--- src/rtl/osiris_i_pkg.sv ---
// Shared definitions for the ALU sharing arbiter.
// Holds the 5-bit ALU control codes, the highest legal code, the arbiter
// FSM state type, the sequencing counter width and a small helper that
// classifies a control code as illegal.
package osiris_i_pkg;

    localparam logic [4:0] AND  = 5'b00000;
    localparam logic [4:0] OR   = 5'b00001;
    localparam logic [4:0] XOR  = 5'b00010;
    localparam logic [4:0] ADD  = 5'b00011;
    localparam logic [4:0] SUB  = 5'b00100;
    localparam logic [4:0] SLL  = 5'b00101;
    localparam logic [4:0] SRL  = 5'b00110;
    localparam logic [4:0] SRA  = 5'b00111;
    localparam logic [4:0] SLT  = 5'b01000;
    localparam logic [4:0] SLTU = 5'b01001;
    localparam logic [4:0] BEQ  = 5'b01010;
    localparam logic [4:0] BNE  = 5'b01011;
    localparam logic [4:0] BLT  = 5'b01100;
    localparam logic [4:0] BGE  = 5'b01101;
    localparam logic [4:0] BLTU = 5'b01110;
    localparam logic [4:0] BGEU = 5'b01111;

    localparam logic [4:0] ALU_CTRL_MAX = 5'b01111;

    localparam int CNT_WIDTH = 4;

    typedef enum logic [1:0] {
        IDLE = 2'd0,
        EXEC = 2'd1,
        RESP = 2'd2
    } state_e;

    // Codes 16..31 are not defined for the ALU; they still run but get flagged.
    function automatic logic ctrl_illegal(input logic [4:0] ctrl);
        return (ctrl > ALU_CTRL_MAX);
    endfunction

endpackage

--- src/rtl/alu_share_arbiter_if.sv ---
// Bus bundle for alu_share_arbiter.
// Carries both requester channels, the shared ALU operand/result bus and
// the response channel.
//   slave  : the arbiter side (drives readies, ALU bus and response)
//   master : the environment side (requesters, ALU, response consumers)
interface alu_share_arbiter_if #(
    parameter int DATA_WIDTH = 32
);
    logic                  i_req0_valid;
    logic [4:0]            i_req0_ctrl;
    logic [DATA_WIDTH-1:0] i_req0_a;
    logic [DATA_WIDTH-1:0] i_req0_b;
    logic                  o_req0_ready;

    logic                  i_req1_valid;
    logic [4:0]            i_req1_ctrl;
    logic [DATA_WIDTH-1:0] i_req1_a;
    logic [DATA_WIDTH-1:0] i_req1_b;
    logic                  o_req1_ready;

    logic                  o_alu_valid;
    logic [4:0]            o_alu_ctrl;
    logic [DATA_WIDTH-1:0] o_alu_a;
    logic [DATA_WIDTH-1:0] o_alu_b;
    logic [DATA_WIDTH-1:0] i_alu_result;

    logic                  o_rsp_valid;
    logic                  o_rsp_id;
    logic [DATA_WIDTH-1:0] o_rsp_data;
    logic                  o_rsp_illegal;
    logic                  i_rsp0_ready;
    logic                  i_rsp1_ready;

    modport slave (
        input  i_req0_valid, i_req0_ctrl, i_req0_a, i_req0_b,
        input  i_req1_valid, i_req1_ctrl, i_req1_a, i_req1_b,
        input  i_alu_result, i_rsp0_ready, i_rsp1_ready,
        output o_req0_ready, o_req1_ready,
        output o_alu_valid, o_alu_ctrl, o_alu_a, o_alu_b,
        output o_rsp_valid, o_rsp_id, o_rsp_data, o_rsp_illegal
    );

    modport master (
        output i_req0_valid, i_req0_ctrl, i_req0_a, i_req0_b,
        output i_req1_valid, i_req1_ctrl, i_req1_a, i_req1_b,
        output i_alu_result, i_rsp0_ready, i_rsp1_ready,
        input  o_req0_ready, o_req1_ready,
        input  o_alu_valid, o_alu_ctrl, o_alu_a, o_alu_b,
        input  o_rsp_valid, o_rsp_id, o_rsp_data, o_rsp_illegal
    );

endinterface

--- src/rtl/rr_arbiter_2.sv ---
// Two-input round-robin grant, purely combinational.
// Ports:
//   valid0, valid1 : request valids
//   last_grant     : requester granted most recently
//   grant_valid    : some requester is granted
//   grant          : index of the granted requester
module rr_arbiter_2 (
    input  logic valid0,
    input  logic valid1,
    input  logic last_grant,
    output logic grant_valid,
    output logic grant
);

    // Single requester wins outright; on contention the one not served last wins.
    always_comb begin
        grant_valid = valid0 | valid1;
        if (valid0 && valid1) begin
            grant = ~last_grant;
        end else if (valid1) begin
            grant = 1'b1;
        end else begin
            grant = 1'b0;
        end
    end

endmodule

--- src/rtl/alu_share_arbiter.sv ---
// Shares one ALU between the execute-stage issue path (requester 0) and the
// debug/CSR side path (requester 1). Grants round-robin, holds operands on
// the ALU bus for ALU_LAT cycles, captures the result and returns it on a
// valid/ready response channel tagged with the owning requester.
// Ports:
//   i_clk   : system clock
//   i_rst_n : asynchronous active-low reset
//   bus     : requester, ALU and response signals (slave side)
module alu_share_arbiter
    import osiris_i_pkg::*;
#(
    parameter int DATA_WIDTH = 32,
    parameter int ALU_LAT    = 1
) (
    input  logic                i_clk,
    input  logic                i_rst_n,
    alu_share_arbiter_if.slave  bus
);

    if ((ALU_LAT < 1) || (ALU_LAT > 15)) begin : g_bad_alu_lat
        $error("alu_share_arbiter: ALU_LAT must be within 1..15");
    end

    localparam logic [CNT_WIDTH-1:0] CNT_LOAD = CNT_WIDTH'(ALU_LAT - 1);

    state_e                state_r;
    logic                  last_grant_r;
    logic [CNT_WIDTH-1:0]  cnt_r;
    logic [4:0]            ctrl_r;
    logic [DATA_WIDTH-1:0] a_r;
    logic [DATA_WIDTH-1:0] b_r;
    logic                  alu_valid_r;
    logic                  rsp_valid_r;
    logic                  rsp_id_r;
    logic [DATA_WIDTH-1:0] rsp_data_r;
    logic                  rsp_illegal_r;

    logic                  grant_valid_s;
    logic                  grant_s;
    logic                  rsp_ready_s;

    rr_arbiter_2 u_rr (
        .valid0      (bus.i_req0_valid),
        .valid1      (bus.i_req1_valid),
        .last_grant  (last_grant_r),
        .grant_valid (grant_valid_s),
        .grant       (grant_s)
    );

    // Only the owner's response ready may retire the response.
    always_comb begin
        if (rsp_id_r) begin
            rsp_ready_s = bus.i_rsp1_ready;
        end else begin
            rsp_ready_s = bus.i_rsp0_ready;
        end
    end

    // Readies are the grant itself, gated so they only appear while idle.
    assign bus.o_req0_ready = (state_r == IDLE) & grant_valid_s & ~grant_s;
    assign bus.o_req1_ready = (state_r == IDLE) & grant_valid_s &  grant_s;

    assign bus.o_alu_valid   = alu_valid_r;
    assign bus.o_alu_ctrl    = ctrl_r;
    assign bus.o_alu_a       = a_r;
    assign bus.o_alu_b       = b_r;
    assign bus.o_rsp_valid   = rsp_valid_r;
    assign bus.o_rsp_id      = rsp_id_r;
    assign bus.o_rsp_data    = rsp_data_r;
    assign bus.o_rsp_illegal = rsp_illegal_r;

    // Arbitration/sequencing FSM with all registered outputs.
    always_ff @(posedge i_clk or negedge i_rst_n) begin
        if (!i_rst_n) begin
            state_r       <= IDLE;
            last_grant_r  <= 1'b1;
            cnt_r         <= {CNT_WIDTH{1'b0}};
            ctrl_r        <= 5'b00000;
            a_r           <= {DATA_WIDTH{1'b0}};
            b_r           <= {DATA_WIDTH{1'b0}};
            alu_valid_r   <= 1'b0;
            rsp_valid_r   <= 1'b0;
            rsp_id_r      <= 1'b0;
            rsp_data_r    <= {DATA_WIDTH{1'b0}};
            rsp_illegal_r <= 1'b0;
        end else begin
            case (state_r)
                IDLE: begin
                    // A grant is always a handshake, since ready mirrors the grant.
                    if (grant_valid_s) begin
                        if (grant_s) begin
                            ctrl_r <= bus.i_req1_ctrl;
                            a_r    <= bus.i_req1_a;
                            b_r    <= bus.i_req1_b;
                        end else begin
                            ctrl_r <= bus.i_req0_ctrl;
                            a_r    <= bus.i_req0_a;
                            b_r    <= bus.i_req0_b;
                        end
                        rsp_id_r     <= grant_s;
                        last_grant_r <= grant_s;
                        cnt_r        <= CNT_LOAD;
                        alu_valid_r  <= 1'b1;
                        state_r      <= EXEC;
                    end else begin
                        state_r <= IDLE;
                    end
                end
                EXEC: begin
                    if (cnt_r == {CNT_WIDTH{1'b0}}) begin
                        rsp_data_r    <= bus.i_alu_result;
                        rsp_illegal_r <= ctrl_illegal(ctrl_r);
                        alu_valid_r   <= 1'b0;
                        rsp_valid_r   <= 1'b1;
                        state_r       <= RESP;
                    end else begin
                        cnt_r <= cnt_r - {{(CNT_WIDTH-1){1'b0}}, 1'b1};
                    end
                end
                RESP: begin
                    if (rsp_ready_s) begin
                        rsp_valid_r <= 1'b0;
                        state_r     <= IDLE;
                    end else begin
                        state_r <= RESP;
                    end
                end
                default: begin
                    alu_valid_r <= 1'b0;
                    rsp_valid_r <= 1'b0;
                    state_r     <= IDLE;
                end
            endcase
        end
    end

endmodule
--- src/flat_wrapper.sv ---
// flat-port wrapper written by rule: the top's interface ports become plain ports
module alu_share_arbiter_flat import osiris_i_pkg::*;
#(
    parameter int DATA_WIDTH = 32,
    parameter int ALU_LAT    = 1
)
  (i_clk, i_rst_n, bus_i_req0_valid, bus_i_req0_ctrl, bus_i_req0_a, bus_i_req0_b, bus_i_req1_valid, bus_i_req1_ctrl, bus_i_req1_a, bus_i_req1_b, bus_i_alu_result, bus_i_rsp0_ready, bus_i_rsp1_ready, bus_o_req0_ready, bus_o_req1_ready, bus_o_alu_valid, bus_o_alu_ctrl, bus_o_alu_a, bus_o_alu_b, bus_o_rsp_valid, bus_o_rsp_id, bus_o_rsp_data, bus_o_rsp_illegal);
  alu_share_arbiter_if #(.DATA_WIDTH(DATA_WIDTH)) bus_i ();
  input  logic i_clk;
  input  logic i_rst_n;
  input wire logic [$bits(bus_i.i_req0_valid)-1:0] bus_i_req0_valid;
  input wire logic [$bits(bus_i.i_req0_ctrl)-1:0] bus_i_req0_ctrl;
  input wire logic [$bits(bus_i.i_req0_a)-1:0] bus_i_req0_a;
  input wire logic [$bits(bus_i.i_req0_b)-1:0] bus_i_req0_b;
  input wire logic [$bits(bus_i.i_req1_valid)-1:0] bus_i_req1_valid;
  input wire logic [$bits(bus_i.i_req1_ctrl)-1:0] bus_i_req1_ctrl;
  input wire logic [$bits(bus_i.i_req1_a)-1:0] bus_i_req1_a;
  input wire logic [$bits(bus_i.i_req1_b)-1:0] bus_i_req1_b;
  input wire logic [$bits(bus_i.i_alu_result)-1:0] bus_i_alu_result;
  input wire logic [$bits(bus_i.i_rsp0_ready)-1:0] bus_i_rsp0_ready;
  input wire logic [$bits(bus_i.i_rsp1_ready)-1:0] bus_i_rsp1_ready;
  output wire logic [$bits(bus_i.o_req0_ready)-1:0] bus_o_req0_ready;
  output wire logic [$bits(bus_i.o_req1_ready)-1:0] bus_o_req1_ready;
  output wire logic [$bits(bus_i.o_alu_valid)-1:0] bus_o_alu_valid;
  output wire logic [$bits(bus_i.o_alu_ctrl)-1:0] bus_o_alu_ctrl;
  output wire logic [$bits(bus_i.o_alu_a)-1:0] bus_o_alu_a;
  output wire logic [$bits(bus_i.o_alu_b)-1:0] bus_o_alu_b;
  output wire logic [$bits(bus_i.o_rsp_valid)-1:0] bus_o_rsp_valid;
  output wire logic [$bits(bus_i.o_rsp_id)-1:0] bus_o_rsp_id;
  output wire logic [$bits(bus_i.o_rsp_data)-1:0] bus_o_rsp_data;
  output wire logic [$bits(bus_i.o_rsp_illegal)-1:0] bus_o_rsp_illegal;
  assign bus_i.i_req0_valid = bus_i_req0_valid;
  assign bus_i.i_req0_ctrl = bus_i_req0_ctrl;
  assign bus_i.i_req0_a = bus_i_req0_a;
  assign bus_i.i_req0_b = bus_i_req0_b;
  assign bus_i.i_req1_valid = bus_i_req1_valid;
  assign bus_i.i_req1_ctrl = bus_i_req1_ctrl;
  assign bus_i.i_req1_a = bus_i_req1_a;
  assign bus_i.i_req1_b = bus_i_req1_b;
  assign bus_i.i_alu_result = bus_i_alu_result;
  assign bus_i.i_rsp0_ready = bus_i_rsp0_ready;
  assign bus_i.i_rsp1_ready = bus_i_rsp1_ready;
  assign bus_o_req0_ready = bus_i.o_req0_ready;
  assign bus_o_req1_ready = bus_i.o_req1_ready;
  assign bus_o_alu_valid = bus_i.o_alu_valid;
  assign bus_o_alu_ctrl = bus_i.o_alu_ctrl;
  assign bus_o_alu_a = bus_i.o_alu_a;
  assign bus_o_alu_b = bus_i.o_alu_b;
  assign bus_o_rsp_valid = bus_i.o_rsp_valid;
  assign bus_o_rsp_id = bus_i.o_rsp_id;
  assign bus_o_rsp_data = bus_i.o_rsp_data;
  assign bus_o_rsp_illegal = bus_i.o_rsp_illegal;
  alu_share_arbiter #(.DATA_WIDTH(DATA_WIDTH), .ALU_LAT(ALU_LAT)) u_core (.i_clk(i_clk), .i_rst_n(i_rst_n), .bus(bus_i));
endmodule
--- config.mk ---
export PLATFORM = sky130hd
export DESIGN_NAME = alu_share_arbiter_flat
export DESIGN_NICKNAME = d
export VERILOG_FILES = /design/src/rtl/osiris_i_pkg.sv /design/src/rtl/alu_share_arbiter_if.sv /design/src/rtl/rr_arbiter_2.sv /design/src/rtl/alu_share_arbiter.sv /design/src/flat_wrapper.sv
export SDC_FILE = /design/constraint.sdc
export NUM_CORES = 1
export LEC_CHECK = 0
export CAP_MARGIN = 10
export CORE_MARGIN = 5
export CORE_UTILIZATION = 38
export CTS_CLUSTER_DIAMETER = 120
export DETAILED_ROUTE_END_ITERATION = 12
export GPL_TIMING_DRIVEN = 0
export HOLD_SLACK_MARGIN = 0.12
export PLACE_DENSITY = 0.8
export SETUP_SLACK_MARGIN = 0.2
export SLEW_MARGIN = 10
export SYNTH_ARGS = -nofsm -noshare
export SYNTH_HDL_FRONTEND = slang
export SYNTH_SLANG_ARGS = --single-unit
--- constraint.sdc ---
create_clock -name i_clk -period 2 [get_ports i_clk]
set_input_delay 0.4 -clock i_clk [delete_from_list [all_inputs] [get_ports i_clk]]
set_output_delay 0.4 -clock i_clk [all_outputs]
set_load 0.05 [all_outputs]
Yosys cells after proc, flatten, opt, wreduce, memory -nomap -nowiden
Cells that the tools add are included.
{"block": "totals", "in_bits": 176, "out_inout_bits": 107, "reg_bits": 112, "word_cells": 55}
{"block": "classes", "order_cmp": 1, "eq_ne": 6, "bitwise_logic": 8, "add_sub_neg": 1, "n_mux": 19, "reduce_logical": 9}
{"cell": "32-bit two-way mux", "count": 2}
{"cell": "3-bit AND reduction", "count": 3}
{"cell": "1-bit two-way mux", "count": 8}
{"cell": "4-bit two-way mux", "count": 2}
{"cell": "4-bit one-hot mux with 2 select lines", "count": 1}
{"cell": "2-bit by 1-bit != test with 1-bit output (second input constant)", "count": 3}
{"cell": "1-bit one-hot mux with 3 select lines", "count": 2}
{"cell": "2-bit one-hot mux with 3 select lines", "count": 1}
{"cell": "5-bit by 4-bit greater-than comparator with 1-bit output (second input constant)", "count": 1}
{"cell": "5-bit two-way mux", "count": 1}
{"cell": "4-bit zero test", "count": 1}
{"cell": "2-bit two-way mux", "count": 2}
{"cell": "1-bit inverter", "count": 4}
{"cell": "2-bit AND reduction", "count": 2}
{"cell": "4-bit by 1-bit subtractor with 4-bit output (second input constant)", "count": 1}
{"cell": "1-bit bitwise AND", "count": 3}
{"cell": "2-bit by 1-bit == test with 1-bit output (second input constant)", "count": 1}
{"cell": "2-bit == test (second input constant)", "count": 1}
{"cell": "2-bit zero test", "count": 1}
{"cell": "2-bit != test (second input constant)", "count": 1}
{"cell": "2-bit nonzero test", "count": 1}
{"cell": "1-bit logical AND", "count": 1}
{"cell": "1-bit OR", "count": 1}

Logic depth before layout (Yosys ltp)
{"block": "depth", "depth_word": 4, "depth_mapped": 6, "depth_no_buf": 5}

Cells and area by module
A second synthesis with hierarchy kept.
{"block": "unflattened", "hier_cells": 427, "area_unflattened_um2": 4992.3}
{"module": "alu_share_arbiter", "seq_area_each_um2": 2803.9, "instances": 1, "cells_each": 425, "area_per_inst_um2": 4978.5}
{"module": "rr_arbiter_2", "seq_area_each_um2": 0.0, "instances": 1, "cells_each": 2, "area_per_inst_um2": 13.8}

Worst setup path after synthesis
No wires, ideal clock.
{"block": "synth_path", "path_kind": "register to output", "startpoint": "register u_core.last_grant_r", "endpoint": "output port bus_o_req0_ready", "n_path_buf": 2, "required_time_ns": 1.600, "arrival_ns": 1.243, "slack_ns": 0.357, "path_stages_with_launch": 5, "path_cell_list": "dfstp_2 > nand2b_1 > and3_1 > clkbuf_1 > buf_2"}
{"block": "synth_between", "elab_chain_len": 4}
{"element": "start, declared", "line_no": "alu_share_arbiter.sv:27", "rtl": "logic last_grant_r;"}
{"element": "start signal, assigned", "line_no": "alu_share_arbiter.sv:101", "rtl": "last_grant_r <= grant_s;"}
{"element": "1-bit inverter", "line_no": "rr_arbiter_2.sv:19", "rtl": "grant = ~last_grant;"}
{"element": "1-bit two-way mux", "line_no": "rr_arbiter_2.sv:18", "rtl": "if (valid0 && valid1) begin"}
{"element": "1-bit inverter", "line_no": "alu_share_arbiter.sv:60", "rtl": "assign bus.o_req0_ready = (state_r == IDLE) & grant_valid_s & ~grant_s;"}
{"element": "1-bit bitwise AND", "line_no": "alu_share_arbiter.sv:60"}
{"element": "end, declared", "line_no": "flat_wrapper.sv:22", "rtl": "output wire logic [$bits(bus_i.o_req0_ready)-1:0] bus_o_req0_ready;"}
No other way between the ends.

Worst setup path after layout
Same ends and word-level chain as after synthesis.

==> metrics.txt <==
Area Overhead vs Synth 70.7%; count leader, synth dfrtp_1; Net Switching 7.32 mW; syn_nets 539; predominant post-synthesis flop cell dfrtp_1; Die Span Y 123 um; largest net degree at the start of global routing 63; # placed instances 816; internal power 7.77 mW; CTS buffer count 9; Vias 4,492; clock transition at the registers of the reported paths 0.08 ns; first-pass GRT wire length 25,700 um; via/cell ratio 5.32; area leader, netlist dfrtp_1; Residual DRC 0; worst-case hold path end point u_core.bus.o_rsp_data[18]; antenna violations before repair 0; Final Setup Violations 0; flop-to-flop setup slack 0.24 ns; Sink Count 112; Remaining Overflow, GRT 0; I/O pin cnt 283; Worst R2R Path Depth 6; floorplan row count 41; Synth top area share 56.8%; Crit Path Category reg -> out; Longest Clk Path Bufs 2; top post-synthesis cells by count 111 x dfrtp_1, 69 x a221o_1, 48 x a21boi_0; run status finished, final reports clean; slowest CP cell dfstp_2; Max-slew headroom 62.1%; Cell Area, Synth 4890 um^2; Starting Density 38.7%; gpl congestion 0.807; CTS tree built; nets 846; remaining antenna violation count 0; Netlist cell types 33; Non-Filler Instances 845; R2R Path End u_core.bus.o_rsp_data[26]; minimum clock period 1.93 ns; DIE AREA 15,200 um^2; routed wire length 17,200 um; Arrival @ worst endpoint 1.53 ns; Async S/R FF share, synth 100%; Post-Syn Instances 361; 1st-pass router iterations 6; wl on met1 6440 um; Pleak 3.79 nW; vias in the first global route 4,870; worst hold margin 0.503 ns; worst reg2reg path startpoint u_core.cnt_r[1]; Min-Delay Path Depth 1; most frequent CP cell buf_8; port bufs 282; WL met2 8600 um; Gate power share 60.4%; Post-synth EDFFs 0; Mapped Avg Cell Area 13.5 um^2; period utilization 96.7%; post-synthesis register bit count 112; core area 12,600 um^2; clk_skew 0.00935 ns; startpoint types register; DR top layer met4; Final Hold Fails 0; ranking of synthesized cells by area dfrtp_1 57%, a221o_1 14%, mux2_2 7.6%; Fmax 517 MHz; Least-Margin Pin Slew 0.571 ns; share of cells above drive strength 1 16.2%; max cap viols 0; CP Max Fanout 6; ANT cells 0; DP Wirelength 13,000 um; Hold Startpoint u_core.bus.o_rsp_data[18]; Worst Path Required 1.60 ns; hold crit path type reg -> reg; RSZ-0062 raised after global routing true; CP endpoint kind output port; Switching Fraction 48.5%; H-tree levels 3; CP max stage delay 0.55 ns; VDD IR-drop max 0.891 mV; Seq pwr share 26.4%; DIE WIDTH 123 um; register area share after synthesis 57.3%; gr usage total 21.7%; Pwr Density 1810 nW/um^2; clock latency on the worst-skew pair 0.34 ns; crit-path cells nand2b_1 > and3_4 > buf_8 > buf_8 > buf_8; Clock Tree Root clkbuf_16; WL met3 1550 um; wire length per cell 20.3 um; initial drt markers 240; Pins Over Slew Limit 0; Syn. warnings 0; Clock power frac 13.2%
-- how the worst max path moves through the flow --
stage | from | to | slack, ns | cells past startpoint
after detailed placement | bus_i_req1_valid | bus_o_req0_ready | -1.00 | 6
final | u_core.last_grant_r | bus_o_req0_ready | 0.07 | 5
after CTS | bus_i_req1_valid | bus_o_req0_ready | 0.03 | 6
after floorplan | u_core.last_grant_r | bus_o_req0_ready | 0.36 | 4
after global placement | i_rst_n | u_core.bus.o_alu_a[4] | -3.64 | 1
after global routing | u_core.last_grant_r | bus_o_req0_ready | 0.04 | 5
-- cell families (layout without fill, tap and decap cells) --
| kind of cell | count (synthesis) | count (layout) | synth area share [%] |
|---|---|---|---|
| mux | 36 | 36 | 8.21 |
| compound gates | 151 | 151 | 26.4 |
| buf+inv | 40 | 352 | 4.89 |
| simple gates | 20 | 20 | 2.61 |
| flops | 112 | 112 | 57.3 |
| fa+ha+maj | 2 | 2 | 0.512 |
-- flip-flops by register name (all words and copies together) (netlist names) --
name,count
u_core.last_grant_r,1
u_core.state_r,2
u_core.bus.o_rsp_data,32
u_core.cnt_r,4
u_core.bus.o_alu_b,32
u_core.bus.o_alu_valid,1
u_core.bus.o_rsp_illegal,1
u_core.bus.o_rsp_valid,1
u_core.bus.o_alu_ctrl,5
u_core.bus.o_alu_a,32
u_core.bus.o_rsp_id,1
-- per-stage QoR --
| stage | utilization [%] | setup TNS [ns] | area (um^2) | power [mW] | setup WS [ns] |
|---|---|---|---|---|---|
| floorplan | - | 0 | 4890 | 10.2 | 0.357 |
| global placement | 62.8 | -419.95 | 7930 | 13.4 | -3.64 |
| detailed placement | 63.0 | -16.83 | 7960 | 13.6 | -1.00 |
| CTS | 65.6 | 0 | 8280 | 15.1 | 0.0279 |
| global route | 66.2 | 0 | 8350 | 15.8 | 0.0377 |
| finish | 66.2 | 0 | 8350 | 15.1 | 0.0669 |
-- layout by cell type (no fill, tap or decap), types with 2 or more instances in the layout --
cell	instances
dlygate4sd2_1	106
nand2b_1	2
and3_4	2
mux2_2	33
a21boi_1	22
clkinv_2	2
nand2_1	3
nand3_1	2
clkbuf_2	14
buf_6	8
a221o_1	69
clkbuf_16	9
clkdlybuf4s50_1	172
bufinv_16	2
inv_1	5
dfrtp_1	109
a21boi_0	48
o21ai_0	6
mux2i_1	3
dfrtp_2	2
buf_2	6
clkbuf_8	2
buf_8	5
buf_4	16
a21o_1	2
nor3_1	3
-- metal layers --
| metal | GRT usage (%) | vias to the layer above |
|---|---|---|
| met5 | 0 | - |
| met4 | 8.51 | 0 |
| met3 | 6.22 | 38 |
| met2 | 38.0 | 245 |
| met1 | 25.1 | 2196 |
| li1 | - | 2013 |
-- power groups by stage --
stage                     registers (mW)  clock network (mW)  logic, mW
after detailed placement            4.04                   0       9.58
after global routing                4.13                2.10       9.56
after global placement              4.01                   0       9.42
after CTS                           3.99                2.03       9.08
after floorplan                     7.61                   0       2.63
final                               3.98                1.98       9.12
-- repair_timing --
action | CTS | global route
gates resized for setup | 145 | 16
hold buffers | 1 | 0
endpoints found under the setup margin | 202 | 99
buffers inserted | 6 | 6
hold endpoints to repair | 49 | 0
-- critical path, delay by kind of cell (launching register included) --
kind,cells,cell delay (ns)
buf+inv,3,0.35
flops,1,0.55
simple gates,2,0.29
-- area by class of cell --
type                       count  area, um^2
tap                          172         215
clock buffer                  11         253
multi-input combinational    209        1870
sequential                   112        2810
timing repair buffer         296        2830
fill                         996        4270
buffer                        35         274
inverter                       5        18.8
clock inverter                 5        78.8
Note: power is estimated with default switching activity, not from simulation.
==> patch 1: new RTL, config.mk and constraints unchanged <==
Re-encode `state_e` (3 states) as one-hot, 3 bits wide.
--- a/src/rtl/osiris_i_pkg.sv
+++ b/src/rtl/osiris_i_pkg.sv
@@ -26,8 +26,8 @@
     localparam int CNT_WIDTH = 4;
 
-    typedef enum logic [1:0] {
-        IDLE = 2'd0,
-        EXEC = 2'd1,
-        RESP = 2'd2
+    typedef enum logic [2:0] {
+        IDLE = 3'b001,
+        EXEC = 3'b010,
+        RESP = 3'b100
     } state_e;
 
Check against the original RTL: same outputs for any inputs over 4 cycles, from zero or initial values and one cycle with i_rst_n low; so few cycles prove little.
==> patch 1 against the original RTL <==
The run now ends with negative setup slack left. Via count rose by 5.1%. Power increased by 20%. Sequential cell count is 1 higher. Cell area up 15%. Combinational power rose by 23%. Worst hold slack got worse by 39 ps. Wire length increased by 13%. Register-to-register slack got worse by 270 ps. Critical path depth up 1. Synthesized area increased by 4.8%. Worst setup slack worse by 270 ps. Clock power rose by 47%. First-iteration DRC count rose by 19%. Critical endpoint unchanged.
==> patch 1: results (changes against the original RTL) <==
- The setup clock skew after layout was 6.16 ps (-3.19 ps).
- Mean number of vias per cell: 5.26 (-1.1%)
- The startpoint identified for the worst register-to-register timing path is u_core.cnt_r[0].
- Skew-Pair Late Insertion Delay: 410 ps (+70 ps)
- The peak fanout along the critical path came to 3 (-3).
- Final non-clock buffer share: 0.383 (+0.0107)
- The fraction of synthesized area in multiplexers was 0.0972 (+0.0151).
- Number of inverters outside the clock class in the layout: 2 (-3)
* Clock Power: 2.91 mW (+47%)
* Post-detail-place hpwl: 13.3 mm (+2.6%)
- Proportion of layout cells with a drive suffix above 1: 0.301 (+0.139)
* Final Worst Setup Slack: -198 ps (-265 ps)
- First-pass iteration count of the detailed router: 4 (-2)
* Setup violation total in the final timing report: 16 (+16)
- Worst R2R Path Depth: 7 (+1)
- The total via count in the routed design came to 4719 (+5.1%).
- The register area share after synthesis came to 0.552 (-0.0211).
- Cell leakage power: 4.36 nW (+15%)
- Biggest area contributors in the synthesized netlist: sky130_fd_sc_hd__dfrtp_1 54%, sky130_fd_sc_hd__a221o_1 13%, sky130_fd_sc_hd__a21boi_0 10%
- Adder-cell share of the synthesized area: 0.00488 (-0.000234)
- Synthesized net count: 548 (+1.7%)
- Run status: complete, but fails checks
- Register-to-register setup slack: -30 ps (-270 ps)
* Instance count after placement with tap cells included: 829 (+1.6%)
- Combined global-route utilization of all metal layers: 0.234 (+0.0162)
- The number of clock buffers in the layout was 26 (+15).
- The area enclosed by the die boundary came to 0.0159 mm2 (+4.4%).
- The sequential cell area share was 0.295 (-0.0413).
- Via count of the first global-routing pass: 5188 (+6.5%)
* Clk sinks: 113 (+0.89%)
- In the synthesized netlist, the cells that appear most often are 111 x sky130_fd_sc_hd__dfrtp_1, 69 x sky130_fd_sc_hd__a21boi_0, 69 x sky130_fd_sc_hd__a221o_1.
- Layout fillers: 911 (-8.5%)
* Transition at the pin with the smallest max-transition slack: 549 ps (-21.9 ps)
- Violated checks: negative setup slack
* H-tree lvl count: 4 (+1)
- The parity-gate share of the synthesized area counting xor and xnor cells was 0.00342 (+0.00342).
* Placed Instance Area: 0.00824 mm2 (+3.5%)
* Placer's final routability congestion estimate: 0.837 (+3.7%)
- The total number of nets in the final design is 887 (+4.8%).
* Synthesized area divided by synthesized cell count: 13.8 um2 (+2.2%)
* Largest net degree at the start of global routing: 73 (+16%)
[patch 1: cell types whose count changed after synthesis, sizes merged, moves of 3 or more]
| cell | change |
|---|---|
| buf | +6 |
| clkbuf | -3 |
| inv | -3 |
| nor2 | +5 |
| or3b | +3 |
[patch 1: stage by stage]
step	util	setup slack, ps
after detailed placement	0.622	-982
after floorplan	-	206
after global placement	0.620	-3700
after global routing	0.725	-260
final	0.725	-198
after CTS	0.681	-206
[patch 1: per-layer routing]
metal  vias up  GRT usage  wire length (um)
li1       2124          -                 -
met4         2     0.0858               544
met1      2311      0.276              7670
met5         -          0                 7
met2       243      0.401              9750
met3        39     0.0715              1410
[patch 1: critical path, stage by stage, from the launching register on]
cell and delay [ps]:
sky130_fd_sc_hd__dfstp_2 540, sky130_fd_sc_hd__buf_6 90, sky130_fd_sc_hd__nor3b_4 220, sky130_fd_sc_hd__and3_4 220, sky130_fd_sc_hd__buf_6 100, sky130_fd_sc_hd__buf_12 90, sky130_fd_sc_hd__buf_12 120
==> patch 2: new RTL, config.mk and constraints unchanged <==
Without the edit above. Change the package constant `ALU_CTRL_MAX` from 5'b01111 to 5'b01110.
--- a/src/rtl/osiris_i_pkg.sv
+++ b/src/rtl/osiris_i_pkg.sv
@@ -22,5 +22,5 @@
     localparam logic [4:0] BGEU = 5'b01111;
 
-    localparam logic [4:0] ALU_CTRL_MAX = 5'b01111;
+    localparam logic [4:0] ALU_CTRL_MAX = 5'b01110;
 
     localparam int CNT_WIDTH = 4;
Function: changed (Yosys sat finds a counterexample within 4 cycles, from zero or initial values and one cycle with i_rst_n low).
==> patch 2 against the original RTL <==
Wire length shrank 0.79%. Synthesized area grew 0.31%. Via count grew 0.22%. Clock skew shrank 0.68 ps. Fmax shrank 0.25%. Power grew 0.21%. Count of clock-buffer cells in the layout shrank 2. Worst setup slack lost 4.9 ps. Cell area is essentially flat. Sequential cell count is the same. Final cell count shrank 0.24%. Clock power grew 4%.
==> patch 2: results (changes against the original RTL) <==
- Count of input and output buffers: 282 (unchanged)
- The buffer levels on the longest clock path is 2 (unchanged).
* Cell leakage power: 3.77 nW (-0.37%)
- Starting DRT DRC Count: 182 (-24%)
* Run status: finished, final reports clean
- Worst IR drop on VDD: 1.00 mV (+12%)
* Worst-path clk slew: 70 ps
- Via count of the first global-routing pass: 4927 (+1.2%)
- The fraction of layout cells with a size suffix above 1 was 0.143 (-0.0189).
- First-pass GRT wire length: 26.0 mm (+0.85%)
- The peak fanout along the critical path is 3 (-3).
* Worst hold path type: reg -> reg
- Skew-Pair Late Insertion Delay: 350 ps
- The total via count in the routed design came to 4502 (+0.22%).
* Proportion of total power due to net switching: 0.485 (about the same)
* Worst setup timing slack at the placement stage: -1020 ps (-15.7 ps)
* Routed length per placed instance: 20.2 um (-0.56%)
- Combinational fraction of design power: 0.600 (-0.004)
- Most used flip-flop cell after synthesis: sky130_fd_sc_hd__dfrtp_1
* Post-synth ARST share: 1.00 (unchanged)
- Cell chosen for the clock root: sky130_fd_sc_hd__clkbuf_16
* Instance count after placement with tap cells included: 818 (+0.25%)
- The relative slew slack is 0.645 (+0.0236).
- The number of warnings printed during yosys synthesis came to 0 (unchanged).
* H-tree lvl count: 3 (unchanged)
- The distinct cell type count of the synthesized netlist is 37 (+12%).
- Mean number of vias per cell: 5.34 (+0.46%)
- The routability congestion estimate was 0.783 (-3.0%).
- Number of diodes added for antenna fixing: 0 (unchanged)
- Top cell types by occurrence after synthesis: 111 x sky130_fd_sc_hd__dfrtp_1, 69 x sky130_fd_sc_hd__a221o_1, 38 x sky130_fd_sc_hd__a21boi_0
- Clock tree skew after final layout: 8.67 ps (-0.684 ps)
- Sequential share of the synthesized area: 0.572 (-0.00176)
- Largest net degree at the start of global routing: 63 (unchanged)
- The placement-stage cell area was 0.00797 mm2 (+0.19%).
* Synthesized area divided by synthesized cell count: 13.5 um2 (-0.25%)
- The total number of nets in the final design was 845 (-0.12%).
* Mapped Area: 0.00490 mm2 (+0.31%)
* Arrival time of the worst setup path: 1540 ps
* Antenna violations before repair: 0 (unchanged)
- Synthesized net count: 541 (+0.37%)
- First-pass iteration count of the detailed router: 4 (-2)
* Post-cts resize count: 142 (-2.1%)
- Combined global-route utilization of all metal layers: 0.219 (+0.00130)
- Setup fix buffers added after clock tree synthesis: 7 (+1)
* Biggest area contributors in the synthesized netlist: sky130_fd_sc_hd__dfrtp_1 57%, sky130_fd_sc_hd__a221o_1 14%, sky130_fd_sc_hd__a21boi_0 5.8%
- Clock power frac: 0.135 (+0.003)
- The HPWL after detailed placement came to 12.9 mm (-0.66%).
==> patch 2: cell types whose count changed in the layout (fill, tap and decap cells not counted), moves of 2 or more <==
cell,unedited run,this run
sky130_fd_sc_hd__buf_4,16,12
sky130_fd_sc_hd__clkinv_2,2,0
sky130_fd_sc_hd__mux2_2,33,24
sky130_fd_sc_hd__buf_2,6,9
sky130_fd_sc_hd__a21boi_1,22,32
sky130_fd_sc_hd__mux2_1,0,8
sky130_fd_sc_hd__clkbuf_2,14,12
sky130_fd_sc_hd__clkbuf_8,2,0
sky130_fd_sc_hd__a21boi_0,48,38
==> patch 2: layer usage <==
layer	vias up	global-route usage	wire, um	share of wire
li1	2032	-	-	-
met1	2203	0.261	6630	0.39
met2	237	0.371	8300	0.49
met3	30	0.0663	1650	0.097
met4	0	0.0844	437	0.026
met5	-	0	0	0
==> patch 2: cell type report <==
class | instances | area, um2
Fill cell | 980 | 4280
Timing Repair Buffer | 293 | 2810
Sequential cell | 112 | 2810
Multi-Input combinational cell | 211 | 1880
Buffer | 35 | 272
Clock buffer | 9 | 225
Tap cell | 172 | 215
Clock inverter | 6 | 116
Inverter | 5 | 18.8
==> patch 2: worst max-delay path, cell delays in order, from the launching register on <==
cell	delay, ps
sky130_fd_sc_hd__dfstp_2	540
sky130_fd_sc_hd__nand2b_1	120
sky130_fd_sc_hd__and3_4	200
sky130_fd_sc_hd__buf_8	100
sky130_fd_sc_hd__buf_8	100
sky130_fd_sc_hd__buf_8	140
==> patch 2: metrics by stage <==
stage	total power, mW	utilization
2_1_floorplan	10.3	-
3_3_place_gp	13.5	0.629
3_5_place_dp	13.6	0.632
4_1_cts	15.2	0.658
5_1_grt	15.9	0.661
6_report	15.1	0.661
==> patch 2: final timing paths <==
path	end	slack, ps	cells after the start	startpoint
min in group asynchronous	u_core.bus.o_rsp_data[17]	570	2	i_rst_n
worst max register to register	u_core.bus.o_rsp_data[17]	270	6	u_core.cnt_r[0]
worst min register to register	u_core.bus.o_rsp_data[21]	490	1	u_core.bus.o_rsp_data[21]
worst min-delay path	u_core.bus.o_rsp_data[21]	490	1	u_core.bus.o_rsp_data[21]
max in group asynchronous	u_core.bus.o_alu_a[1]	750	3	i_rst_n
worst max-delay path	bus_o_req0_ready	60	5	u_core.last_grant_r
==> patch 2: logic make-up (layout without fill, tap and decap cells) <==
| family | Yosys count | count (layout) | synth area share |
|---|---|---|---|
| adders and majority gates | 2 | 2 | 0.00510 |
| muxes | 35 | 35 | 0.0796 |
| buffers and inverters | 40 | 348 | 0.0487 |
| and+or+nand+nor | 20 | 20 | 0.0273 |
| DFF | 112 | 112 | 0.572 |
| AOI/OAI and AO/OA | 154 | 154 | 0.268 |
